--- config.mk ---
export PLATFORM = sky130hd
export DESIGN_NAME = result_collector
export DESIGN_NICKNAME = d
export VERILOG_FILES = /design/src/rtl/result_collector_pkg.sv /design/src/rtl/result_fifo.sv /design/src/rtl/result_collector.sv
export SDC_FILE = /design/constraint.sdc
export NUM_CORES = 1
export LEC_CHECK = 0
export ABC_AREA = 1
export BUFFER_PORTS_ARGS = -buffer_cell sky130_fd_sc_hd__buf_2
export CAP_MARGIN = 20
export CELL_PAD_IN_SITES_DETAIL_PLACEMENT = 1
export CELL_PAD_IN_SITES_GLOBAL_PLACEMENT = 2
export CORE_ASPECT_RATIO = 1.4
export CORE_MARGIN = 2
export CORE_UTILIZATION = 35
export DETAILED_ROUTE_END_ITERATION = 12
export PLACE_DENSITY = 0.73
export SYNTH_ARGS = -nofsm -noshare
export SYNTH_HDL_FRONTEND = slang
export SYNTH_SLANG_ARGS = --single-unit
--- constraint.sdc ---
create_clock -name clk -period 4.4 [get_ports clk]
set_input_delay 0.88 -clock clk [delete_from_list [all_inputs] [get_ports clk]]
set_output_delay 0.88 -clock clk [all_outputs]
set_load 0.1 [all_outputs]
--- src/rtl/result_collector_pkg.sv ---
// Shared types and constants for the result collector and its FIFO.
package result_collector_pkg;

    localparam int RESULT_WIDTH = 16;
    localparam int FIFO_DEPTH   = 8;

    typedef enum logic [2:0] {
        S_IDLE,
        S_COLLECT,
        S_SEND,
        S_SEND_LO,
        S_DONE
    } collector_state_e;

    typedef struct packed {
        logic rst_fifo;
        logic push;
    } collector_ctrl_t;

    typedef struct packed {
        logic       done;
        logic       overflow;
        logic [3:0] count;
    } result_collector_status_t;

    // Batch length is N clamped to the FIFO depth.
    function automatic logic [3:0] batch_len(input logic [3:0] n, input int depth);
        return (n > 4'(depth)) ? 4'(depth) : n;
    endfunction

endpackage

--- src/rtl/result_fifo.sv ---
// Circular result buffer with wrapping pointers, occupancy count and synchronous clear.
module result_fifo
    import result_collector_pkg::*;
#(
    parameter int WIDTH = RESULT_WIDTH,
    parameter int DEPTH = FIFO_DEPTH,
    parameter int CNT_W = $clog2(DEPTH) + 1
) (
    input  logic             clk,
    input  logic             reset,
    input  logic             clr,
    input  logic             wr_en,
    input  logic [WIDTH-1:0] wr_data,
    input  logic             rd_en,
    output logic [WIDTH-1:0] rd_data,
    output logic [CNT_W-1:0] count,
    output logic             full,
    output logic             empty
);
    localparam int PTR_W = $clog2(DEPTH);

    logic [WIDTH-1:0] mem_q [DEPTH];
    logic [PTR_W-1:0] wr_ptr_q, wr_ptr_d, rd_ptr_q, rd_ptr_d;
    logic [CNT_W-1:0] count_q, count_d;
    logic             do_wr, do_rd;

    assign full    = (count_q == CNT_W'(DEPTH));
    assign empty   = (count_q == '0);
    assign do_wr   = wr_en && !full && !clr;
    assign do_rd   = rd_en && !empty && !clr;
    assign count   = count_q;
    assign rd_data = mem_q[rd_ptr_q];

    always_comb begin
        wr_ptr_d = wr_ptr_q;
        rd_ptr_d = rd_ptr_q;
        count_d  = count_q;
        if (clr) begin
            wr_ptr_d = '0;
            rd_ptr_d = '0;
            count_d  = '0;
        end else begin
            if (do_wr) wr_ptr_d = wr_ptr_q + PTR_W'(1);
            if (do_rd) rd_ptr_d = rd_ptr_q + PTR_W'(1);
            count_d = count_q + CNT_W'(do_wr) - CNT_W'(do_rd);
        end
    end

    always_ff @(posedge clk or posedge reset) begin
        if (reset) begin
            wr_ptr_q <= '0;
            rd_ptr_q <= '0;
            count_q  <= '0;
        end else begin
            wr_ptr_q <= wr_ptr_d;
            rd_ptr_q <= rd_ptr_d;
            count_q  <= count_d;
        end
    end

    always_ff @(posedge clk) begin
        if (do_wr) mem_q[wr_ptr_q] <= wr_data;
    end

endmodule

--- src/rtl/result_collector.sv ---
// Collects a batch of processor results into a FIFO, drains them over valid/ready, pulses done.
// Optional TX_BYTE_SPLIT_EN sends each result as two bytes, MSB first.
//
// state     | meaning
// S_IDLE    | no batch open; first accepted push latches the batch length
// S_COLLECT | accepting pushes until L results are written
// S_SEND    | presenting head result (MSB byte in byte-split builds)
// S_SEND_LO | presenting LSB byte of head result (byte-split builds only)
// S_DONE    | one-cycle done pulse; batch counters cleared
module result_collector
    import result_collector_pkg::*;
#(
    parameter int DATA_WIDTH = RESULT_WIDTH,
    parameter int DEPTH      = FIFO_DEPTH,
    parameter int PROCESSORS = 4
) (
    input  logic                             clk,
    input  logic                             reset,
    input  logic                             rst_fifo,
    input  logic                             push_result,
    input  logic [1:0]                       processor_number,
    input  logic [PROCESSORS*DATA_WIDTH-1:0] proc_result,
    input  logic [3:0]                       N,
    output logic [DATA_WIDTH-1:0]            tx_data,
    output logic                             tx_valid,
    input  logic                             tx_ready,
    output logic                             done,
    output logic [3:0]                       count,
    output logic                             overflow
);
    collector_state_e         state_q, state_d;
    collector_ctrl_t          ctrl;
    result_collector_status_t status;

    logic [3:0]            written_q, written_d, sent_q, sent_d, len_q, len_d, len_eff, fifo_count;
    logic                  overflow_q, overflow_d;
    logic                  push_ok, pop, hs, proc_ok, fifo_full, fifo_empty;
    logic                  tx_valid_w, done_w;
    logic [DATA_WIDTH-1:0] tx_data_w, sel_data, head;

    assign ctrl     = '{rst_fifo: rst_fifo, push: push_result};
    assign proc_ok  = int'(processor_number) < PROCESSORS;
    assign sel_data = proc_result[int'(processor_number)*DATA_WIDTH +: DATA_WIDTH];
    // In IDLE the length is not latched yet, so judge the push against the live N.
    assign len_eff  = (state_q == S_IDLE) ? batch_len(N, DEPTH) : len_q;
    assign push_ok  = ctrl.push && proc_ok && !fifo_full && (written_q < len_eff)
                      && (state_q == S_IDLE || state_q == S_COLLECT);
    assign hs       = tx_valid_w && tx_ready;
`ifdef TX_BYTE_SPLIT_EN
    assign pop      = hs && !fifo_empty && (state_q == S_SEND_LO);
`else
    assign pop      = hs && !fifo_empty && (state_q == S_SEND);
`endif

    result_fifo #(.WIDTH(DATA_WIDTH), .DEPTH(DEPTH), .CNT_W(4)) u_fifo (
        .clk    (clk),
        .reset  (reset),
        .clr    (ctrl.rst_fifo),
        .wr_en  (push_ok),
        .wr_data(sel_data),
        .rd_en  (pop),
        .rd_data(head),
        .count  (fifo_count),
        .full   (fifo_full),
        .empty  (fifo_empty)
    );

    always_comb begin
        written_d  = written_q;
        sent_d     = sent_q;
        len_d      = len_q;
        overflow_d = overflow_q;
        if (ctrl.rst_fifo) begin
            written_d  = '0;
            sent_d     = '0;
            len_d      = '0;
            overflow_d = 1'b0;
        end else begin
            if (push_ok) begin
                written_d = written_q + 4'd1;
                if (state_q == S_IDLE) len_d = len_eff;
            end
            if (pop) sent_d = sent_q + 4'd1;
            if (state_q == S_DONE) begin
                written_d = '0;
                sent_d    = '0;
            end
            if (ctrl.push && !push_ok) overflow_d = 1'b1;
        end
    end

    always_ff @(posedge clk or posedge reset) begin
        if (reset) begin
            written_q  <= '0;
            sent_q     <= '0;
            len_q      <= '0;
            overflow_q <= 1'b0;
        end else begin
            written_q  <= written_d;
            sent_q     <= sent_d;
            len_q      <= len_d;
            overflow_q <= overflow_d;
        end
    end

    always_ff @(posedge clk or posedge reset) begin
        if (reset) state_q <= S_IDLE;
        else       state_q <= state_d;
    end

    always_comb begin
        state_d = state_q;
        if (ctrl.rst_fifo) begin
            state_d = S_IDLE;
        end else begin
            case (state_q)
                S_IDLE:    if (push_ok) state_d = (written_d == len_eff) ? S_SEND : S_COLLECT;
                S_COLLECT: if (written_d == len_q) state_d = S_SEND;
`ifdef TX_BYTE_SPLIT_EN
                S_SEND:    if (hs) state_d = S_SEND_LO;
                S_SEND_LO: if (pop) state_d = (sent_d == len_q) ? S_DONE : S_SEND;
`else
                S_SEND:    if (pop && sent_d == len_q) state_d = S_DONE;
`endif
                S_DONE:    state_d = S_IDLE;
                default:   state_d = S_IDLE;
            endcase
        end
    end

    always_comb begin
        tx_valid_w = 1'b0;
        done_w     = 1'b0;
        tx_data_w  = '0;
        case (state_q)
            S_SEND: begin
                tx_valid_w = 1'b1;
`ifdef TX_BYTE_SPLIT_EN
                tx_data_w[7:0] = head[DATA_WIDTH-1 -: 8];
`else
                tx_data_w = head;
`endif
            end
`ifdef TX_BYTE_SPLIT_EN
            S_SEND_LO: begin
                tx_valid_w     = 1'b1;
                tx_data_w[7:0] = head[7:0];
            end
`endif
            S_DONE:  done_w = 1'b1;
            default: ;
        endcase
    end

    assign status   = '{done: done_w, overflow: overflow_q, count: fifo_count};
    assign tx_data  = tx_data_w;
    assign tx_valid = tx_valid_w;
    assign done     = status.done;
    assign overflow = status.overflow;
    assign count    = status.count;

endmodule

Word level (Yosys, flattened, before mapping)
Memories as Yosys holds them, arrays and structs flattened.
Index checks and enable logic that the tools add are counted.
{"block": "classes", "shifts": 1, "n_mux": 29, "reduce_logical": 26, "magnitude_cmp": 2, "eq_ne": 10, "n_addsub": 6}
{"cell": "variable part select 64 x 7 -> 16 bit", "count": 1}
{"cell": "2-to-1 mux 4 bit", "count": 12}
{"cell": "2-to-1 mux 3 bit", "count": 8}
{"cell": "2-to-1 mux 16 bit", "count": 1}
{"cell": "equality test 4 bit", "count": 3}
{"cell": "logical AND 1 bit", "count": 12}
{"cell": "nonzero test 2 bit", "count": 5}
{"cell": "one-hot mux 3 bit (3 select lines)", "count": 1}
{"cell": "adder 4 x 1 -> 4 bit (second input constant)", "count": 2}
{"cell": "adder 3 x 1 -> 3 bit (second input constant)", "count": 2}
{"cell": "2-to-1 mux 1 bit", "count": 6}
{"cell": "!= test 3 x 2 -> 1 bit (second input constant)", "count": 2}
{"cell": "adder 4 x 1 -> 4 bit", "count": 1}
{"cell": "equality test 4 bit (second input constant)", "count": 1}
{"cell": "> comparator 4 bit (second input constant)", "count": 1}
{"cell": "zero test 1 bit", "count": 4}
{"cell": "zero test 4 bit", "count": 1}
{"cell": "less-than comparator 4 bit", "count": 1}
{"cell": "subtractor 4 x 1 -> 4 bit", "count": 1}
{"cell": "equality test 3 x 1 -> 1 bit (second input constant)", "count": 1}
{"cell": "equality test 3 x 2 -> 1 bit (second input constant)", "count": 1}
{"cell": "equality test 3 bit (second input constant)", "count": 1}
{"cell": "zero test 3 bit", "count": 1}
{"cell": "!= test 3 bit (second input constant)", "count": 1}
{"cell": "other kinds (4)", "count": 4}
{"block": "word_totals", "register_bits": 26, "n_memories": 1, "in_bits": 75, "output_inout_bits": 23, "elab_cells": 83, "ram_bits": 128}
{"memory": "u_fifo.mem_q", "words": 8, "width": 16, "read_ports": 1, "rd_ports_with_merged_regs": 0, "wr": 1, "line_no": "result_fifo.sv:22", "rtl": "logic [WIDTH-1:0] mem_q [DEPTH];"}

Logic depth before layout (Yosys ltp)
Gate-level depths: netlist of the first run.
{"block": "logic_depth", "word_depth": 14, "depth_mapped": 21, "ltp_nobuf": 21}

Modules after synthesis
A second synthesis of the first run with hierarchy kept.
{"block": "hier_totals", "hier_cells": 945, "hier_area_um2": 8117.8}
{"mod": "result_fifo", "n_inst": 1, "seq_area_each_um2": 4093.9, "cells_each": 644, "area_each_um2": 6314.8}
{"mod": "result_collector", "n_inst": 1, "seq_area_each_um2": 400.4, "cells_each": 301, "area_each_um2": 1803.0}

Worst setup path before layout of the first run
Ideal clock, no wire load.
{"block": "synth_path", "path_type": "reg-to-output", "startpoint": "reg state_q[0]", "endpoint": "out tx_data[10]", "n_path_buf": 1, "t_required_ns": 3.520, "arrival_time_ns": 3.476, "path_stages_with_launch": 7, "path_slack_ns": 0.044, "path_cell_list": "dfrtp_1 > inv_2 > nand3_1 > inv_2 > clkbuf_1 > o21ai_0 > a31oi_1"}
{"block": "synth_via", "elab_chain_len": 2}
{"item": "from (decl)", "line_no": "result_collector.sv:31", "rtl": "collector_state_e state_q, state_d;"}
{"item": "from (signal assigned)", "line_no": "result_collector.sv:108", "rtl": "else state_q <= state_d;"}
{"item": "equality test 3 x 2 -> 1 bit", "line_no": "result_collector.sv:135", "rtl": "case (state_q)"}
{"item": "2-to-1 mux 16 bit", "line_no": "result_collector.sv:135"}
{"item": "to (decl)", "line_no": "result_collector.sv:24", "rtl": "output logic [DATA_WIDTH-1:0] tx_data,"}
Every way passes these cells.

Final worst setup path of the first run
{"block": "layout_path", "startpoint": "reg u_fifo.rd_ptr_q[0]", "endpoint": "out tx_data[3]"}
{"block": "layout_via", "elab_chain_len": 2}
{"item": "from (decl)", "line_no": "result_fifo.sv:23", "rtl": "logic [PTR_W-1:0] wr_ptr_q, wr_ptr_d, rd_ptr_q, rd_ptr_d;"}
{"item": "from (signal assigned)", "line_no": "result_fifo.sv:56", "rtl": "rd_ptr_q <= rd_ptr_d;"}
{"item": "memory (8 x 16 bit)"}
{"item": "2-to-1 mux 16 bit", "line_no": "result_collector.sv:135"}
Every way passes these cells.

==> Implementation_results.wiki, run 1 <==
{| class="wikitable"
! Metric !! Value
|-
| Overall die height || roughly 170 um
|-
| Detailed-route wire length || ~21,000 um
|-
| Routed met1 length || 8480 um
|-
| Slew at the pin closest to its max-slew limit || ~1.0 ns
|-
| Static leakage power || roughly 0.0034 uW
|-
| Number of storage elements in the synthesis netlist || between 150 and 200
|-
| Maximum clock frequency || 267 MHz
|-
| Number of filler cells placed in the layout || roughly 2.3k
|-
| Post-route core utilization || 0.431
|-
| End point of the critical path || tx_data[3]
|-
| Post-detailed-route via-to-cell ratio || 5.32
|-
| Switching power as a share of total power || 0.382
|-
| Std-Cell Rows || 61
|-
| Arrival time reported for the critical path endpoint || between 2 and 3 ns
|-
| Maximum number of pins on one net before global-route repair || 67
|-
| Routability cong. || 0.802
|-
| Gr ovfl total || 0
|-
| Core Box Area || about 20,000 um2
|-
| Fin crit period || 3.74 ns
|-
| Beginning of the critical path || u_fifo.rd_ptr_q[0]$_DFFE_PP0P_
|-
| # diodes || 0
|-
| Areal power density over the cells || between 500 and 600 nW/um2
|-
| Number of primary I/O pins || 98
|-
| Post-Syn Nets || around 780
|-
| Capture point of the worst reg-to-reg path || u_fifo.mem_q[1][3]$_DFFE_PP_
|-
| Vias after detailed routing || 5,624
|-
| Drc violations || 0
|-
| Type of the worst min-delay path || in -> async
|-
| Cell variety after synth || 31
|-
| Number of buffers added on ports || 97
|-
| Number of iterations in the first detailed-routing pass || 5
|-
| Detail Route met2 WL || roughly 12,000 um
|-
| Final-report max-slew violation count || 0
|-
| Max IR drop VDD || between 200 and 300 uV
|-
| Overall global routing resource usage || 0.200
|-
| Post-synthesis instance total || approximately 700
|-
| Clk_lat worst skew || 0.44 ns
|-
| Buffers inserted during post-CTS setup optimization || 0
|-
| Largest fanout on the critical path || 39
|-
| Internal || approximately 2800 uW
|-
| Number of sinks handled by clock tree synthesis || roughly 150
|-
| Area of the die || about 22,000 um2
|-
| Depth of the worst register-to-register path || 14
|-
| Most frequent cells in the layout || sky130_fd_sc_hd__nor2_1 (144), sky130_fd_sc_hd__edfxtp_1 (128), sky130_fd_sc_hd__o21ai_0 (121)
|-
| Met3 Wirelength || 664 um
|-
| Cells taking the most area after synthesis || sky130_fd_sc_hd__edfxtp_1 (54%), sky130_fd_sc_hd__dfrtp_1 (9.1%), sky130_fd_sc_hd__o21ai_0 (8.5%)
|-
| Worst-case register-to-register setup slack || around 0.80 ns
|-
| Routed length per placed instance || around 20 um
|-
| Relative slew slack || 0.314
|-
| Final hold vios || 0
|-
| Starting utilization of the core area || 0.359
|-
| Synth Area per Inst || slightly above 10 um2
|-
| Fraction of layout instances using a drive strength above 1 || 0.211
|-
| Final Cycle Share || 0.851
|-
| Violation count after the first detailed-route iteration || between 200 and 300
|-
| Worst path required time || 3.52 ns
|-
| Number of failing setup endpoints in the final timing report || 0
|-
| Total of hold buffers inserted after clock tree synthesis || 0
|-
| Detailed placement HPWL || roughly 16,000 um
|-
| Top Metal Used || met4
|-
| Outcome || complete, no violations
|-
| Maximum number of buffers from clock root to sink || 2
|-
| Max cap viols || 0
|-
| Sw Pwr || ~1700 uW
|-
| Count of instances resized after the clock tree is built || 0
|-
| Antenna violation net count after detailed routing || 0
|-
| Horizontal die dimension || 125 um
|-
| Sequential power share || 0.394
|-
| Summed negative setup slack over all endpoints || 0 ns
|-
| Number of levels the H-tree was split into || 4
|-
| Number of CTS-inserted buffers || 17
|-
| Clock power frac || 0.321
|-
| Area added between synthesis and finish || 20.1%
|-
| NumNets Final || ~880
|-
| Unrepaired setup endpoints after global routing || no
|-
| Area used by sequential logic in the layout || between 4000 and 5000 um2
|-
| Synthesis warning total || 0
|-
| Type of the setup path with the least slack || reg -> out
|-
| Dominant cell type by area after synthesis || sky130_fd_sc_hd__edfxtp_1
|-
| CTS tree || built
|-
| Most frequent standard cell in the layout excluding fill and tap cells || sky130_fd_sc_hd__nor2_1
|-
| Part of the power in combinational logic || 0.285
|-
| Netlist Area Pre-Place || around 7100 um2
|-
| Library cell used as clock root buffer || sky130_fd_sc_hd__clkbuf_16
|-
| Category of the worst setup path launch point || register
|-
| Top-area cell type share of the netlist area || 0.538
|-
| Antenna violations before repair || 0
|-
| Number of global-route vias before repair || slightly below 6k
|-
| Capturing element type of the critical path || output pin
|-
| Area of combinational cells with multiple inputs || between 2000 and 2500 um2
|-
| Wire length of the first global-routing pass || around 33,000 um
|-
| Portion of the post-synthesis area used by sequential elements || 0.629
|-
| Worst Skew || ~0.011 ns
|-
| Post-CTS clock slew at the launch and capture registers of the worst setup and hold paths || 0.07 ns
|-
| Startpoint of the worst-slack reg-to-reg timing path || state_q[1]$_DFFE_PP0P_
|}
==> layout make-up <==
class                           instances  share of cell area
Tap cell                              252              0.0367
Clock inverter                         15              0.0189
Multi-Input combinational cell        450               0.274
Sequential cell                       154               0.524
Inverter                               57              0.0249
Timing Repair Buffer                  112              0.0720
Clock buffer                           17              0.0496
==> worst min path at each step <==
stage	end	slack (ns)	cells past startpoint
3_5_place_dp	overflow$_DFFE_PP0P_	0.49	2
3_3_place_gp	overflow$_DFFE_PP0P_	0.47	2
5_1_grt	sent_q[1]$_DFF_PP0_	0.51	2
2_1_floorplan	sent_q[3]$_DFF_PP0_	0.54	3
6_report	sent_q[1]$_DFF_PP0_	0.48	2
4_1_cts	sent_q[1]$_DFF_PP0_	0.48	2
==> cells by family (layout without fill, tap and decap cells) <==
group,count (synthesis),after routing,share of synthesized area
xor+xnor,7,7,0.00858
flops,154,154,0.629
simple gates,239,239,0.145
buf+inv,91,201,0.0478
compound gates,190,190,0.145
fa+ha+maj,14,14,0.0256
==> synth_stat cells, drive strengths merged <==
cell and number:
a21o 1, dfrtp 26, xnor2 3, nor2 146, edfxtp 128, o22ai 38
nand3 13, nand4 14, ha 13, o21ai 123, nand2 53, fa 1
or2 2, a21oi 10, nor4 1, a31oi 17, clkbuf 34, nor3b 1
inv 57, xor2 4, nor3 9, o21a 1
==> metal layers <==
| layer | global-route usage | vias to the layer above |
|---|---|---|
| met4 | 0.0665 | 0 |
| li1 | - | 2651 |
| met5 | 0 | - |
| met2 | 0.361 | 128 |
| met1 | 0.239 | 2819 |
| met3 | 0.0353 | 26 |
==> critical path, stage by stage (launching register included) <==
cell,delay [ns]
sky130_fd_sc_hd__dfrtp_2,0.69
sky130_fd_sc_hd__buf_4,0.47
sky130_fd_sc_hd__o21ai_0,0.19
sky130_fd_sc_hd__o22ai_1,0.21
sky130_fd_sc_hd__o21ai_0,0.16
sky130_fd_sc_hd__a31oi_1,0.23
sky130_fd_sc_hd__buf_2,0.46
==> state kept, by name (all words and copies together) (netlist names) <==
| signal | flops |
|---|---|
| u_fifo.count | 4 |
| u_fifo.wr_ptr_q | 3 |
| written_q | 4 |
| overflow | 1 |
| u_fifo.mem_q | 128 |
| u_fifo.rd_ptr_q | 3 |
| len_q | 4 |
| state_q | 3 |
| sent_q | 4 |
==> stage by stage <==
stage          cell area [um2]  setup WS (ns)  hold WS [ns]  std cells  total power, uW
6_report                  8580          0.658         0.478       1057             4500
3_3_place_gp              7970          0.808         0.473       1024             3060
2_1_floorplan             7150         0.0438         0.536        695             2730
3_5_place_dp              8000          0.716         0.485       1025             3100
4_1_cts                   8580          0.570         0.484       1057             4560
5_1_grt                   8580          0.423         0.508       1057             4720
==> power groups by stage <==
| stage | sequential, uW | combinational [uW] | clock (uW) |
|---|---|---|---|
| global route | 1790 | 1400 | 1530 |
| detailed placement | 1810 | 1290 | 0 |
| global placement | 1800 | 1260 | 0 |
| CTS | 1780 | 1300 | 1480 |
| finish | 1770 | 1280 | 1440 |
| floorplan | 1870 | 857 | 0 |
Power figures use the tool's default switching activity.
==> run 2: changes to the inputs <==
BUFFER_PORTS_ARGS = not set   (was -buffer_cell sky130_fd_sc_hd__buf_2)
DONT_BUFFER_PORTS = 1   (was not set)
PLACE_DENSITY = 0.7   (was 0.73)
SYNTH_HIERARCHICAL = 1   (was not set)
==> run 2 against run 1 <==
Compared with the run above: critical path depth grew 12; design area grew 7.0%; routed wire length grew 0.47%; total power grew 0.35%; via count grew 6.6%; non-clock buffer count shrank 79; area after synthesis grew 14%; sequential power is essentially flat; first-iteration DRC count grew 6.9%; clock skew grew 0.0024 ns; largest cell class unchanged.
==> Implementation_results.wiki, run 2 <==
{| class="wikitable"
! Metric !! Value
|-
| Overall global routing resource usage || 0.186 (was 0.200)
|-
| CTS tree || built (unchanged)
|-
| Worst path max stage delay || 0.45 ns (was 0.69 ns)
|-
| Fin crit period || 3.90 ns (was 3.74 ns)
|-
| Capturing element type of the critical path || register (was output pin)
|-
| Non-Filler Instances || 1,275 (was 1,057)
|-
| Routability cong. || 0.804 (was 0.802)
|-
| Count of flip-flops with a built-in enable after synthesis || 128 (unchanged)
|-
| Drc violations || 0 (unchanged)
|-
| Hold WS || 0.326 ns (was 0.478 ns)
|-
| Switching power as a share of total power || 0.384 (was 0.382)
|-
| Total chip power || 4520 uW (was 4500 uW)
|-
| Overall die height || 184 um (was 173 um)
|-
| Post-detailed-route via-to-cell ratio || 4.70 (was 5.32)
|-
| Cells taking the most area after synthesis || sky130_fd_sc_hd__edfxtp_1 (47%), sky130_fd_sc_hd__nand2_1 (12%), sky130_fd_sc_hd__dfrtp_1 (8.0%) (was sky130_fd_sc_hd__edfxtp_1 (54%), sky130_fd_sc_hd__dfrtp_1 (9.1%), sky130_fd_sc_hd__o21ai_0 (8.5%))
|-
| NumNets Final || 1,050 (was 881)
|-
| Internal || 2780 uW (about the same)
|-
| Worst path required time || 4.73 ns (was 3.52 ns)
|-
| Area added between synthesis and finish || 13.1% (was 20.1%)
|-
| Number of levels the H-tree was split into || 4 (unchanged)
|-
| Type of the worst min-delay path || in -> async (unchanged)
|-
| Routed length per placed instance || 16.7 um (was 20.0 um)
|-
| Outcome || complete, no violations (unchanged)
|-
| Most frequent standard cell in the layout excluding fill and tap cells || sky130_fd_sc_hd__nand2_1 (was sky130_fd_sc_hd__nor2_1)
|-
| Mux contribution to synthesized area || 0 (unchanged)
|-
| Area of the die || 24,400 um2 (was 21,600 um2)
|-
| Number of flip-flops under the largest register name || 128 (unchanged)
|-
| Fraction of layout instances using a drive strength above 1 || 0.188 (was 0.211)
|-
| Final-report max-slew violation count || 0 (unchanged)
|-
| Number of primary I/O pins || 98 (unchanged)
|-
| Detailed-route wire length || 21,300 um (was 21,200 um)
|-
| Area used by sequential logic in the layout || 4500 um2 (unchanged)
|-
| Library cell used as clock root buffer || sky130_fd_sc_hd__clkbuf_16 (unchanged)
|-
| Number of CTS-inserted buffers || 17 (unchanged)
|-
| Post-route core utilization || 0.405 (was 0.431)
|-
| Compound-Gate Fraction of Synth Area || 0.0427 (was 0.145)
|-
| Std-Cell Rows || 65 (was 61)
|-
| Clock power frac || 0.321 (about the same)
|-
| Fraction of the mapped netlist area in simple logic gates || 0.251 (was 0.145)
|-
| Biggest register || u_fifo/mem_q (was u_fifo.mem_q)
|-
| Areal power density over the cells || 492 nW/um2 (was 524 nW/um2)
|-
| Count of instances resized after the clock tree is built || 0 (unchanged)
|-
| Type of the setup path with the least slack || reg -> reg (was reg -> out)
|-
| Netlist Area Pre-Place || 8120 um2 (was 7150 um2)
|-
| Number of sinks handled by clock tree synthesis || 154 (unchanged)
|-
| Post-Syn Nets || 1,034 (was 784)
|-
| Number of failing setup endpoints in the final timing report || 0 (unchanged)
|-
| Core Box Area || 22,700 um2 (was 19,900 um2)
|-
| Top-area cell type share of the netlist area || 0.473 (was 0.538)
|-
| Arrival time reported for the critical path endpoint || 4.23 ns (was 2.86 ns)
|-
| Synthesis warning total || 6 (was 0)
|-
| Largest fanout on the critical path || 7 (was 39)
|-
| Wire length of the first global-routing pass || 34,300 um (was 33,500 um)
|-
| Static leakage power || 0.00420 uW (was 0.00342 uW)
|-
| Horizontal die dimension || 133 um (was 125 um)
|-
| Largest family of logic cells by synthesized area || simple AND/OR/NAND/NOR gates (was compound AO/OA/AOI/OAI gates)
|-
| # diodes || 0 (unchanged)
|-
| Maximum number of pins on one net before global-route repair || 66 (was 67)
|-
| Max IR drop VDD || 309 uV (was 259 uV)
|-
| Most frequent cells in the layout || sky130_fd_sc_hd__nand2_1 (267), sky130_fd_sc_hd__inv_1 (131), sky130_fd_sc_hd__edfxtp_1 (128) (was sky130_fd_sc_hd__nor2_1 (144), sky130_fd_sc_hd__edfxtp_1 (128), sky130_fd_sc_hd__o21ai_0 (121))
|-
| Final hold vios || 0 (unchanged)
|-
| Antenna violations before repair || 0 (unchanged)
|-
| Sw Pwr || 1730 uW (was 1720 uW)
|-
| Ys flop type || sky130_fd_sc_hd__edfxtp_1 (unchanged)
|-
| Maximum number of buffers from clock root to sink || 2 (unchanged)
|-
| Number of storage elements in the synthesis netlist || 154 (unchanged)
|-
| Total of hold buffers inserted after clock tree synthesis || 0 (unchanged)
|-
| Category of the worst setup path launch point || register (unchanged)
|-
| Slew at the pin closest to its max-slew limit || 1.06 ns (was 1.03 ns)
|-
| Clk_lat worst skew || 0.44 ns (about the same)
|-
| Number of filler cells placed in the layout || 2,653 (was 2,251)
|-
| Most frequent cells after synthesis || sky130_fd_sc_hd__nand2_1 (267), sky130_fd_sc_hd__inv_1 (131), sky130_fd_sc_hd__edfxtp_1 (128) (was sky130_fd_sc_hd__nor2_1 (144), sky130_fd_sc_hd__edfxtp_1 (128), sky130_fd_sc_hd__o21ai_0 (121))
|-
| Post-CTS clock slew at the launch and capture registers of the worst setup and hold paths || 0.07 ns (about the same)
|-
| Relative slew slack || 0.296 (was 0.314)
|-
| Final Cycle Share || 0.887 (was 0.851)
|-
| Cell count after placement || 1,243 (was 1,025)
|-
| Detailed placement HPWL || 14,000 um (was 15,600 um)
|-
| Dominant cell type by area after synthesis || sky130_fd_sc_hd__edfxtp_1 (unchanged)
|-
| Worst Skew || 0.0130 ns (was 0.0107 ns)
|-
| Antenna violation net count after detailed routing || 0 (unchanged)
|-
| Violation count after the first detailed-route iteration || 309 (was 289)
|-
| Number of global-route vias before repair || 6,380 (was 5,932)
|-
| Max cap viols || 0 (unchanged)
|-
| Cell variety after synth || 35 (was 31)
|-
| Cell-by-cell listing of the critical path || nor2_2 > nand2_2 > inv_1 > nand2_1 > o21ai_0 > ha_1 > nand2_1 > nand3b_1 > nor3_4 > nand2_4 > inv_1 > nand3_1 > ha_1 > inv_1 > ha_1 > fa_1 > xnor2_1 > nor2_1 (was buf_4 > o21ai_0 > o22ai_1 > o21ai_0 > a31oi_1 > buf_2)
|-
| Part of the power in combinational logic || 0.284 (was 0.285)
|-
| Synth Area per Inst || 8.59 um2 (was 10.3 um2)
|-
| Gr ovfl total || 0 (unchanged)
|-
| Share of flip-flops with an asynchronous set or reset || 0.169 (unchanged)
|-
| Area of combinational cells with multiple inputs || 2700 um2 (was 2350 um2)
|-
| Vias after detailed routing || 5,997 (was 5,624)
|-
| Summed negative setup slack over all endpoints || 0 ns (unchanged)
|-
| Post-synthesis instance total || 945 (was 695)
|-
| Adder and majority cell fraction of the synthesized area || 0.0225 (was 0.0256)
|-
| Number of iterations in the first detailed-routing pass || 4 (was 5)
|-
| Sequential power share || 0.395 (was 0.394)
|-
| Number of buffers added on ports || 0 (was 97)
|-
| Buffers inserted during post-CTS setup optimization || 0 (unchanged)
|-
| Most numerous cell in the Yosys netlist || sky130_fd_sc_hd__nand2_1 (was sky130_fd_sc_hd__nor2_1)
|-
| Xor/xnor cell area share of the yosys netlist || 0.00647 (was 0.00858)
|-
| Starting utilization of the core area || 0.358 (was 0.359)
|-
| Worst-path cell with the longest stage delay || sky130_fd_sc_hd__dfrtp_1 (was sky130_fd_sc_hd__dfrtp_2)
|-
| Unrepaired setup endpoints after global routing || no (unchanged)
|-
| Portion of the post-synthesis area used by sequential elements || 0.554 (was 0.629)
|-
| Maximum clock frequency || 256 MHz (was 267 MHz)
|}
[run 2: final timing paths]
path                                                      from                             end  slack, ns  depth (start not counted)
worst min-delay path                                     reset       u_fifo/count[0]$_DFF_PP0_       0.33                          1
worst min register to register  u_fifo/wr_ptr_q[0]$_DFFE_PP0P_  u_fifo/wr_ptr_q[0]$_DFFE_PP0P_       0.55                          2
max in group asynchronous                                reset             sent_q[3]$_DFF_PP0_       3.53                          1
min in group clk                                      rst_fifo       u_fifo/count[1]$_DFF_PP0_       0.50                          1
worst max register to register          state_q[1]$_DFFE_PP0P_       u_fifo/count[2]$_DFF_PP0_       0.50                         18
worst max-delay path                    state_q[1]$_DFFE_PP0P_       u_fifo/count[2]$_DFF_PP0_       0.50                         18
[run 2: kinds of logic (layout without fill, tap and decap cells)]
| family | count (synthesis) | after routing |
|---|---|---|
| AO/OA/AOI/OAI | 64 | 64 |
| AND/OR/NAND/NOR | 469 | 469 |
| buffers and inverters | 238 | 267 |
| adder cells (fa/ha/maj) | 14 | 14 |
| XOR/XNOR | 6 | 6 |
| flip-flops | 154 | 154 |
[run 2: layout make-up]
cell class | instances | share of cell area
Clock buffer | 17 | 0.0463
Multi-Input combinational cell | 553 | 0.294
Inverter | 202 | 0.0834
Clock inverter | 15 | 0.0188
Sequential cell | 154 | 0.490
Timing Repair Buffer | 33 | 0.0270
Tap cell | 301 | 0.0410
[run 2: power groups by stage]
stage	Combinational, uW	Sequential (uW)	Clock (uW)
2_1_floorplan	890	1890	0
3_3_place_gp	1300	1820	0
3_5_place_dp	1310	1820	0
4_1_cts	1310	1790	1480
5_1_grt	1440	1800	1530
6_report	1280	1790	1450
[run 2: through the flow]
stage | setup slack (ns) | instance area [um2]
after floorplan | 0.591 | 8120
after global placement | 0.508 | 8580
after detailed placement | 0.428 | 8580
after CTS | 0.444 | 9180
after global routing | 0.154 | 9180
final | 0.496 | 9180
[run 2: per-layer routing]
layer  share of wire  global-route usage  routed length, um
met4           0.032              0.0809                686
met2            0.52               0.343              11100
met3           0.027              0.0330                570
met5               0                   0                  0
met1            0.42               0.210               8870
[run 2: worst max-delay path, delay by kind of cell (launching register included)]
family | cells | cell delay, ns
AO/OA/AOI/OAI | 1 | 0.19
XOR/XNOR | 1 | 0.16
adder cells (fa/ha/maj) | 4 | 1.30
buffers and inverters | 3 | 0.39
flip-flops | 1 | 0.45
AND/OR/NAND/NOR | 9 | 1.30
